$ cat src/rtl/hybrid_pwm_sd_multi.sv
// N-channel hybrid PWM / first-order sigma-delta audio DAC. One shared scale/accumulate
// datapath serves the channels round-robin; an anti-pop ramp drives the outputs outside RUN.
module hybrid_pwm_sd_multi #(
  parameter int                CHANNELS   = 2,
  parameter int                DWIDTH     = 16,
  parameter int                PWMBITS    = 5,
  parameter int                FRACBITS   = 11,
  parameter int                DUMP_LOG2  = 8,
  parameter bit                DUMP_ENA   = 1'b1,
  parameter logic [DWIDTH-1:0] RAMP_START = 16'hF800,
  parameter logic [DWIDTH-1:0] RAMP_STEP  = 16'd4
) (
  input  logic                       clk,
  input  logic                       reset,
  input  logic [CHANNELS*DWIDTH-1:0] d,
  input  logic                       terminate,
  output logic [CHANNELS-1:0]        q,
  output logic                       ready,
  output logic                       done
);

  localparam int SW  = PWMBITS + FRACBITS;
  localparam int CHW = (CHANNELS > 1) ? $clog2(CHANNELS) : 1;

  localparam logic [PWMBITS-1:0]  CNT_MAX  = '1;
  localparam logic [PWMBITS-1:0]  THR_TOP  = CNT_MAX - PWMBITS'(1);
  localparam logic [PWMBITS-1:0]  CNT_LOAD = CNT_MAX - PWMBITS'(2);
  localparam logic [FRACBITS-1:0] RES_HALF = FRACBITS'(1) << (FRACBITS - 1);
  localparam logic [SW-1:0]       SIG_RST  = {THR_TOP, RES_HALF};
  localparam logic [DWIDTH-1:0]   MID      = DWIDTH'(1) << (DWIDTH - 1);
  localparam logic [CHW-1:0]      CH_LAST  = CHW'(CHANNELS - 1);

  typedef enum logic [1:0] {S_INIT, S_RUN, S_TERM, S_DONE} state_t;

  state_t              r_state, w_state_nxt;
  logic [DWIDTH-1:0]   r_ramp, w_ramp_nxt;
  logic                r_ready, r_done;

  logic [PWMBITS-1:0]  r_cnt;
  logic [CHW-1:0]      r_ch;
  logic [DUMP_LOG2-1:0] r_tc;
  logic                r_tick;
  logic [DWIDTH-1:0]   r_m;
  logic [SW-1:0]       r_inc;

  logic [DWIDTH-1:0]         w_samp [CHANNELS];
  logic [DWIDTH-1:0]         w_src;
  logic [DWIDTH+PWMBITS-1:0] w_prod;
  logic [SW-1:0]             w_inc;
  logic [DWIDTH:0]           w_ramp_sum;
  logic [DWIDTH-1:0]         w_ramp_up, w_ramp_dn;

  assign w_src  = (r_state == S_RUN) ? w_samp[r_ch] : r_ramp;
  // Scaling by 2^P-2 keeps the largest threshold one below MAX, so duty never reaches 100%.
  assign w_prod = {{PWMBITS{1'b0}}, r_m} * {{DWIDTH{1'b0}}, THR_TOP};
  assign w_inc  = w_prod[DWIDTH-FRACBITS +: SW];

  assign w_ramp_sum = {1'b0, r_ramp} + {1'b0, RAMP_STEP};
  assign w_ramp_up  = (w_ramp_sum > {1'b0, RAMP_START}) ? RAMP_START : w_ramp_sum[DWIDTH-1:0];
  assign w_ramp_dn  = ({1'b0, r_ramp} < ({1'b0, MID} + {1'b0, RAMP_STEP})) ? MID
                                                                          : (r_ramp - RAMP_STEP);

  // Shared timing and scale pipeline.
  always_ff @(posedge clk or posedge reset) begin
    if (reset) begin
      r_cnt  <= CNT_MAX;
      r_ch   <= '0;
      r_tc   <= '0;
      r_tick <= 1'b0;
      r_m    <= '0;
      r_inc  <= '0;
    end else begin
      // NOTE: sequential state uses non-blocking assignments so every register samples pre-edge values.
      r_cnt  <= r_cnt + 1'b1;
      r_tick <= 1'b0;
      if (r_cnt == CNT_LOAD) r_m   <= w_src;
      if (r_cnt == THR_TOP)  r_inc <= w_inc;
      if (r_cnt == CNT_MAX) begin
        r_ch   <= (r_ch == CH_LAST) ? '0 : r_ch + 1'b1;
        r_tc   <= r_tc + 1'b1;
        r_tick <= &r_tc;
      end
    end
  end

  for (genvar c = 0; c < CHANNELS; c++) begin : g_ch
    logic [SW-1:0]      r_sig;
    logic [PWMBITS-1:0] r_thr;
    logic               r_q;
    logic [SW-1:0]      w_sum;

    assign w_samp[c] = d[c*DWIDTH +: DWIDTH];
    assign w_sum     = r_inc + {{PWMBITS{1'b0}}, r_sig[FRACBITS-1:0]};
    assign q[c]      = r_q;

    always_ff @(posedge clk or posedge reset) begin
      if (reset) begin
        r_sig <= SIG_RST;
        r_thr <= THR_TOP;
        r_q   <= 1'b0;
      end else begin
        if (r_cnt == CNT_MAX)    r_q <= 1'b1;
        else if (r_cnt == r_thr) r_q <= 1'b0;
        if ((r_cnt == CNT_MAX) && (r_ch == CHW'(c))) begin
          r_sig <= w_sum;
          r_thr <= w_sum[SW-1 -: PWMBITS];
        end else if (DUMP_ENA && r_tick) begin
          r_sig[FRACBITS-1:0] <= RES_HALF;
        end
      end
    end
  end

  always_ff @(posedge clk or posedge reset) begin
    if (reset) begin
      r_state <= S_INIT;
      r_ramp  <= RAMP_START;
      r_ready <= 1'b0;
      r_done  <= 1'b0;
    end else begin
      r_state <= w_state_nxt;
      r_ramp  <= w_ramp_nxt;
      r_ready <= (w_state_nxt == S_RUN);
      r_done  <= (w_state_nxt == S_DONE);
    end
  end

  // The ramp rule of the state current at a tick applies; terminate is a level checked every clock.
  always_comb begin
    // NOTE: defaults first so no path leaves a variable unassigned and infers a latch.
    w_state_nxt = r_state;
    w_ramp_nxt  = r_ramp;
    unique case (r_state)
      S_INIT: begin
        if (r_tick) begin
          if (r_ramp == MID) w_state_nxt = S_RUN;
          else               w_ramp_nxt  = w_ramp_dn;
        end
      end
      S_RUN: begin
        if (terminate) w_state_nxt = S_TERM;
      end
      S_TERM: begin
        if (r_tick) begin
          if (r_ramp == RAMP_START) w_state_nxt = S_DONE;
          else                      w_ramp_nxt  = w_ramp_up;
        end
        if (!terminate) w_state_nxt = S_INIT;
      end
      S_DONE: begin
        if (!terminate) w_state_nxt = S_INIT;
      end
      default: w_state_nxt = S_INIT;
    endcase
  end

  assign ready = r_ready;
  assign done  = r_done;

endmodule

$ cat config.mk
export PLATFORM = sky130hd
export DESIGN_NAME = hybrid_pwm_sd_multi
export DESIGN_NICKNAME = d
export VERILOG_FILES = /design/src/rtl/hybrid_pwm_sd_multi.sv
export SDC_FILE = /design/constraint.sdc
export NUM_CORES = 1
export LEC_CHECK = 0
export ABC_AREA = 1
export CORE_ASPECT_RATIO = 0.8
export CORE_UTILIZATION = 62
export CTS_CLUSTER_DIAMETER = 80
export DETAILED_ROUTE_END_ITERATION = 6
export PLACE_DENSITY = 0.79
export SYNTH_ARGS = -nofsm -noshare
export SYNTH_HDL_FRONTEND = slang
export SYNTH_SLANG_ARGS = --single-unit
export TNS_END_PERCENT = 50
$ cat constraint.sdc
create_clock -name clk -period 3.4 [get_ports clk]
set_input_delay 0.51 -clock clk [delete_from_list [all_inputs] [get_ports clk]]
set_output_delay 0.51 -clock clk [all_outputs]
set_load 0.01 [all_outputs]
### Word-level counts from Yosys, hierarchy flattened

Index checks and enable logic that the tools add are counted.

* div/mod/pow operators: 0
* order comparisons: 3
* reductions and logical operators: 10
* bitwise operators: 2
* $add $sub $neg: 7
* eq/ne operators: 16
* shift-type cells: 0
* mux-type cells: 28
* multiply operators: 1

Operators with widths (count)
* $mux 16: 10
* $mux 11: 3
* $add 16x11->16: 2
* $eq 16x16->1 const B: 2
* $pmux 16 s2: 1
* $mul 16x4->20 const B: 1
* $add 16x3->17 const B: 1
* $gt 17x16->1 const B: 1
* $lt 16x16->1 const B: 1
* $sub 16x3->16 const B: 1
* $eq 5x5->1 const B: 3
* $mux 2: 7
* $eq 5x5->1: 2
* $reduce_bool 2->1: 5
* $add 8x1->8 const B: 1
* $ne 2x2->1 const B: 4
* $pmux 2 s4: 1
* $reduce_and 8->1: 1
* $eq 2x2->1 const B: 3
* $mux 1: 6
* $add 5x1->5 const B: 1
* $reduce_and 5->1: 1
* $eq 2x1->1 const B: 2
* $ge 2x2->1 const B: 1
* 5 further kinds: 6

* memories kept: 0
* bits in latches: 0
* bits in writable memories: 0
* memory bits (read-only): 0
* output and inout port bits: 4
* bits of input ports: 35
* register bits after elaboration: 101

### Depth between registers and ports, before layout

* word-level depth: 6
* depth in mapped cells: 16
* mapped depth without buffers: 16

### Worst setup path before layout

OpenSTA, ideal clock, no wires.

* path type: register to register
* from: reg r_m[10]
* to: reg r_inc[12]
* slack: 549 ps
* arrival: 2725 ps
* data required time: 3274 ps
* cell stages (with the launch flop): 12
* setup time: 126 ps
* path buffers: 0
* cell sequence: dfrtp_1 -> inv_1 -> fa_1 -> fa_1 -> inv_1 -> ha_1 -> a21oi_1 -> o21ai_0 -> a211oi_1 -> nand3_1 -> nand3_1 -> o21ai_0

* longest elaborated chain between the ends: 1

Ends and longest elaborated chain
* from (decl): line 43 `logic [DWIDTH-1:0] r_m;`
* from (signal assigned): line 76 `if (r_cnt == CNT_LOAD) r_m <= w_src;`
* $mul 16x4->20: line 55 `assign w_prod = {{PWMBITS{1'b0}}, r_m} * {{DWIDTH{1'b0}}, THR_TOP};`
* to (signal assigned): line 77 `if (r_cnt == THR_TOP) r_inc <= w_inc;`
* to (decl): line 44 `logic [SW-1:0] r_inc;`

No other way between the ends.
A chain may end at the register's enable or synchronous reset.

### Final worst setup path

* from: reg r_m[5]
* to: reg r_inc[15]

The elaborated chain is that of the path after synthesis.

==> out/qor.yml <==
globalplace.congestion: 0.9337
grt-ovfl-total: 0
vdd_drop_max_mv: 0.2699
syn_inst: 1098
first_iter_violations: 656
tightest_slew_ns: 0.7472
clkLatencyLatePin_ns: 0.36
ant_nets: 0
clk_pin_slew_ns: 0.07
grtUsageMet3_pct: 8.346
yosysUniqueCellTypes: 48
crit_path_start_kind: "register"
grt_max_degree: 47
fin_crit_ns: 3.181
drtPass1Iterations: 5
grt_util_met2_pct: 43.16
die_w_microns: 130.2
wire_per_inst_microns: 15.21
n_antenna_cell: 0
nFillCells: 1127
cts_tree: "done"
cts-root-buf: "clkbuf_16"
hold_viol: 0
mostFrequentLayoutCell: "nand2_1"
yosysSeqAreaShare_pct: 30.68
grt.busiest_layer: "met1"
htreeDepth: 3
syn2layout_area_growth_pct: 9.773
syn_nets: 1216
cts_setup_buffers: 0
cts_made_buffers: 9
num_rows: 37
criticalPathCategory: "register to register"
placed_area_sq_um: 8646
grt_pass1_vias: 6801
slew_headroom_pct: 50.00
antenna_found_initial: 0
setup_violations: 0
postRouteWirelength_mm: 19.86
postLayoutCellArea_sq_um: 8952
layout.cells.most_common_list: "nand2_1 (257), inv_1 (148), nand3_1 (90), a21oi_1 (88), nor2_1 (80)"
maxCapViolCount: 0
ys_ff_latch: 99
skew_ns: 0.01290
start_util_pct: 63.60
hold_path_class: "register to register"
dp.final_hpwl_mm: 15.36
nets: 1244
status: "finished clean"
crit_path_end_kind: "register"
netlist_area_sq_um: 8155
coreArea_sq_um: 12820
cp_max_fo: 5
dp.cells: 1290
rsz0062_at_grt: "no"
p_per_area_nw_per_um2: 254.8
p_leak_nw: 4.467
multi_input_area_sq_um: 4877
fp.dieArea_sq_um: 13620
grt_util_all_layers_pct: 31.52
portBuffers: 38
fmax_mhz: 314.3
io_pins: 39
tns_ns: 0
cts_buffer_depth: 2
ys_warn_count: 0
cp_data_arrival_time_ns: 3.41
final_cells: 1306
vias: 7307
syn_avg_cell_area_sq_um: 7.427
drive_gt1_share_pct: 8.576
vias_per_cell: 5.595
required_ns: 3.63
cts.sinks: 99
use_met1_pct: 49.80
seq_area_sq_um: 2502
die_h_microns: 104.6
finalMaxSlewViolations: 0
drc: 0
grt_pass1_wl_mm: 33.42
fin_crit_sh_pct: 93.57
==> where the power goes <==
group | switching (W) | internal (W) | leakage (nW) | total (W)
clock network | 0.000483 | 0.000548 | 0.148 | 0.00103
registers | 0.00000000000244 | 0.00118 | 1.30 | 0.00118
logic | 0.0000323 | 0.0000395 | 3.02 | 0.0000718
==> critical path: stages, from the launching register on <==
cell and delay (ns):
dfrtp_1 0.37, inv_1 0.23, fa_1 0.50, fa_1 0.52
inv_1 0.04, ha_1 0.34, a21oi_1 0.27, o21ai_0 0.22
a21o_1 0.20, nand2_1 0.10, nand4_1 0.10, nand3_1 0.09
o21ai_0 0.08
==> kinds of logic (layout without fill, tap and decap cells) <==
family | after synthesis | after routing | share of synthesized area, %
mux | 1 | 1 | 0.1227
simple gates | 492 | 492 | 26.97
fa+ha+maj | 83 | 83 | 15.50
flops | 99 | 99 | 30.68
compound gates | 210 | 210 | 14.61
xor+xnor | 23 | 23 | 2.470
buf+inv | 190 | 223 | 9.650
==> layer usage <==
metal  vias to the layer above  wire, microns
li1                       3661              -
met1                      3349           9908
met2                       284           7898
met3                        13           1914
met4                         0            136
met5                         -              0
==> sequential cells by signal, indices dropped and copies added, names as in the netlist, 2 cells and up <==
register	cells
g_ch.r_sig	22
r_inc	16
r_m	16
r_ramp	14
g_ch.r_thr	10
r_tc	8
r_cnt	5
g_ch.r_q	2
r_state	2
==> what timing repair did <==
| action | 4_1_cts | 5_1_grt |
|---|---|---|
| hold buffers | 0 | 0 |
| endpoints found under the setup margin | 0 | 4 |
| gates resized for setup | 0 | 7 |
==> path summary, 6_finish.rpt <==
kind / startpoint / end / slack, ns / cells after the start
setup / recovery: r_m[5] / r_inc[15] / 0.22 / 12
hold reg to reg: r_tc[7] / r_tc[7] / 0.47 / 1
setup reg to reg: r_m[5] / r_inc[15] / 0.22 / 12
hold / removal: r_tc[7] / r_tc[7] / 0.47 / 1
min in group asynchronous: reset / r_tc[4] / 0.58 / 2
max in group asynchronous: reset / g_ch[0].r_thr[4] / 2.07 / 3
==> final cells by class <==
type | count | share of cell area (%)
Timing Repair Buffer | 49 | 5.171
Tap cell | 175 | 2.446
Inverter | 158 | 6.653
Sequential cell | 99 | 27.95
Clock inverter | 5 | 0.4752
Clock buffer | 11 | 2.823
Multi-Input combinational cell | 809 | 54.48
==> through the flow <==
step	utilization, %	power, W	setup WS (ns)	hold WS (ns)
after detailed placement	67.42	0.001274	0.1605	0.4567
after floorplan	-	0.001222	0.3327	0.4377
final	69.81	0.002281	0.2186	0.4706
after global placement	67.42	0.001273	0.1727	0.4604
after global routing	69.81	0.002354	0.008813	0.4744
after CTS	69.72	0.002301	0.1532	0.4702
==> synth_stat cells (all sizes together) <==
| master | n | share of area [%] |
|---|---|---|
| dfstp | 20 | 6.4 |
| xor2 | 17 | 1.8 |
| a31o | 2 | 0.21 |
| nor3b | 1 | 0.092 |
| a21oi | 89 | 5.5 |
| o32ai | 1 | 0.11 |
| nand4 | 13 | 1.1 |
| mux2i | 1 | 0.12 |
| o2111ai | 2 | 0.21 |
| xnor2 | 6 | 0.64 |
| ha | 53 | 8.1 |
| o21a | 1 | 0.092 |
| nand2 | 263 | 12 |
| a211oi | 17 | 1.6 |
| o41ai | 2 | 0.21 |
| nor3 | 11 | 0.74 |
| o31ai | 1 | 0.092 |
| or2 | 3 | 0.23 |
| a21o | 3 | 0.28 |
| a31oi | 7 | 0.54 |
| o22ai | 6 | 0.46 |
| a21boi | 2 | 0.18 |
| and2 | 2 | 0.15 |
| a32o | 1 | 0.12 |
| fa | 30 | 7.4 |
| nor2 | 96 | 5.3 |
| inv | 158 | 7.3 |
| dfrtp | 79 | 24 |
| clkbuf | 10 | 0.46 |
| buf | 22 | 1.9 |
| nand3b | 5 | 0.46 |
| o21bai | 5 | 0.46 |
| nand3 | 98 | 6.6 |
| a22o | 4 | 0.43 |
| o21ai | 66 | 4.1 |
| o211a | 1 | 0.12 |
No activity file was read; power rests on OpenSTA's default activity.
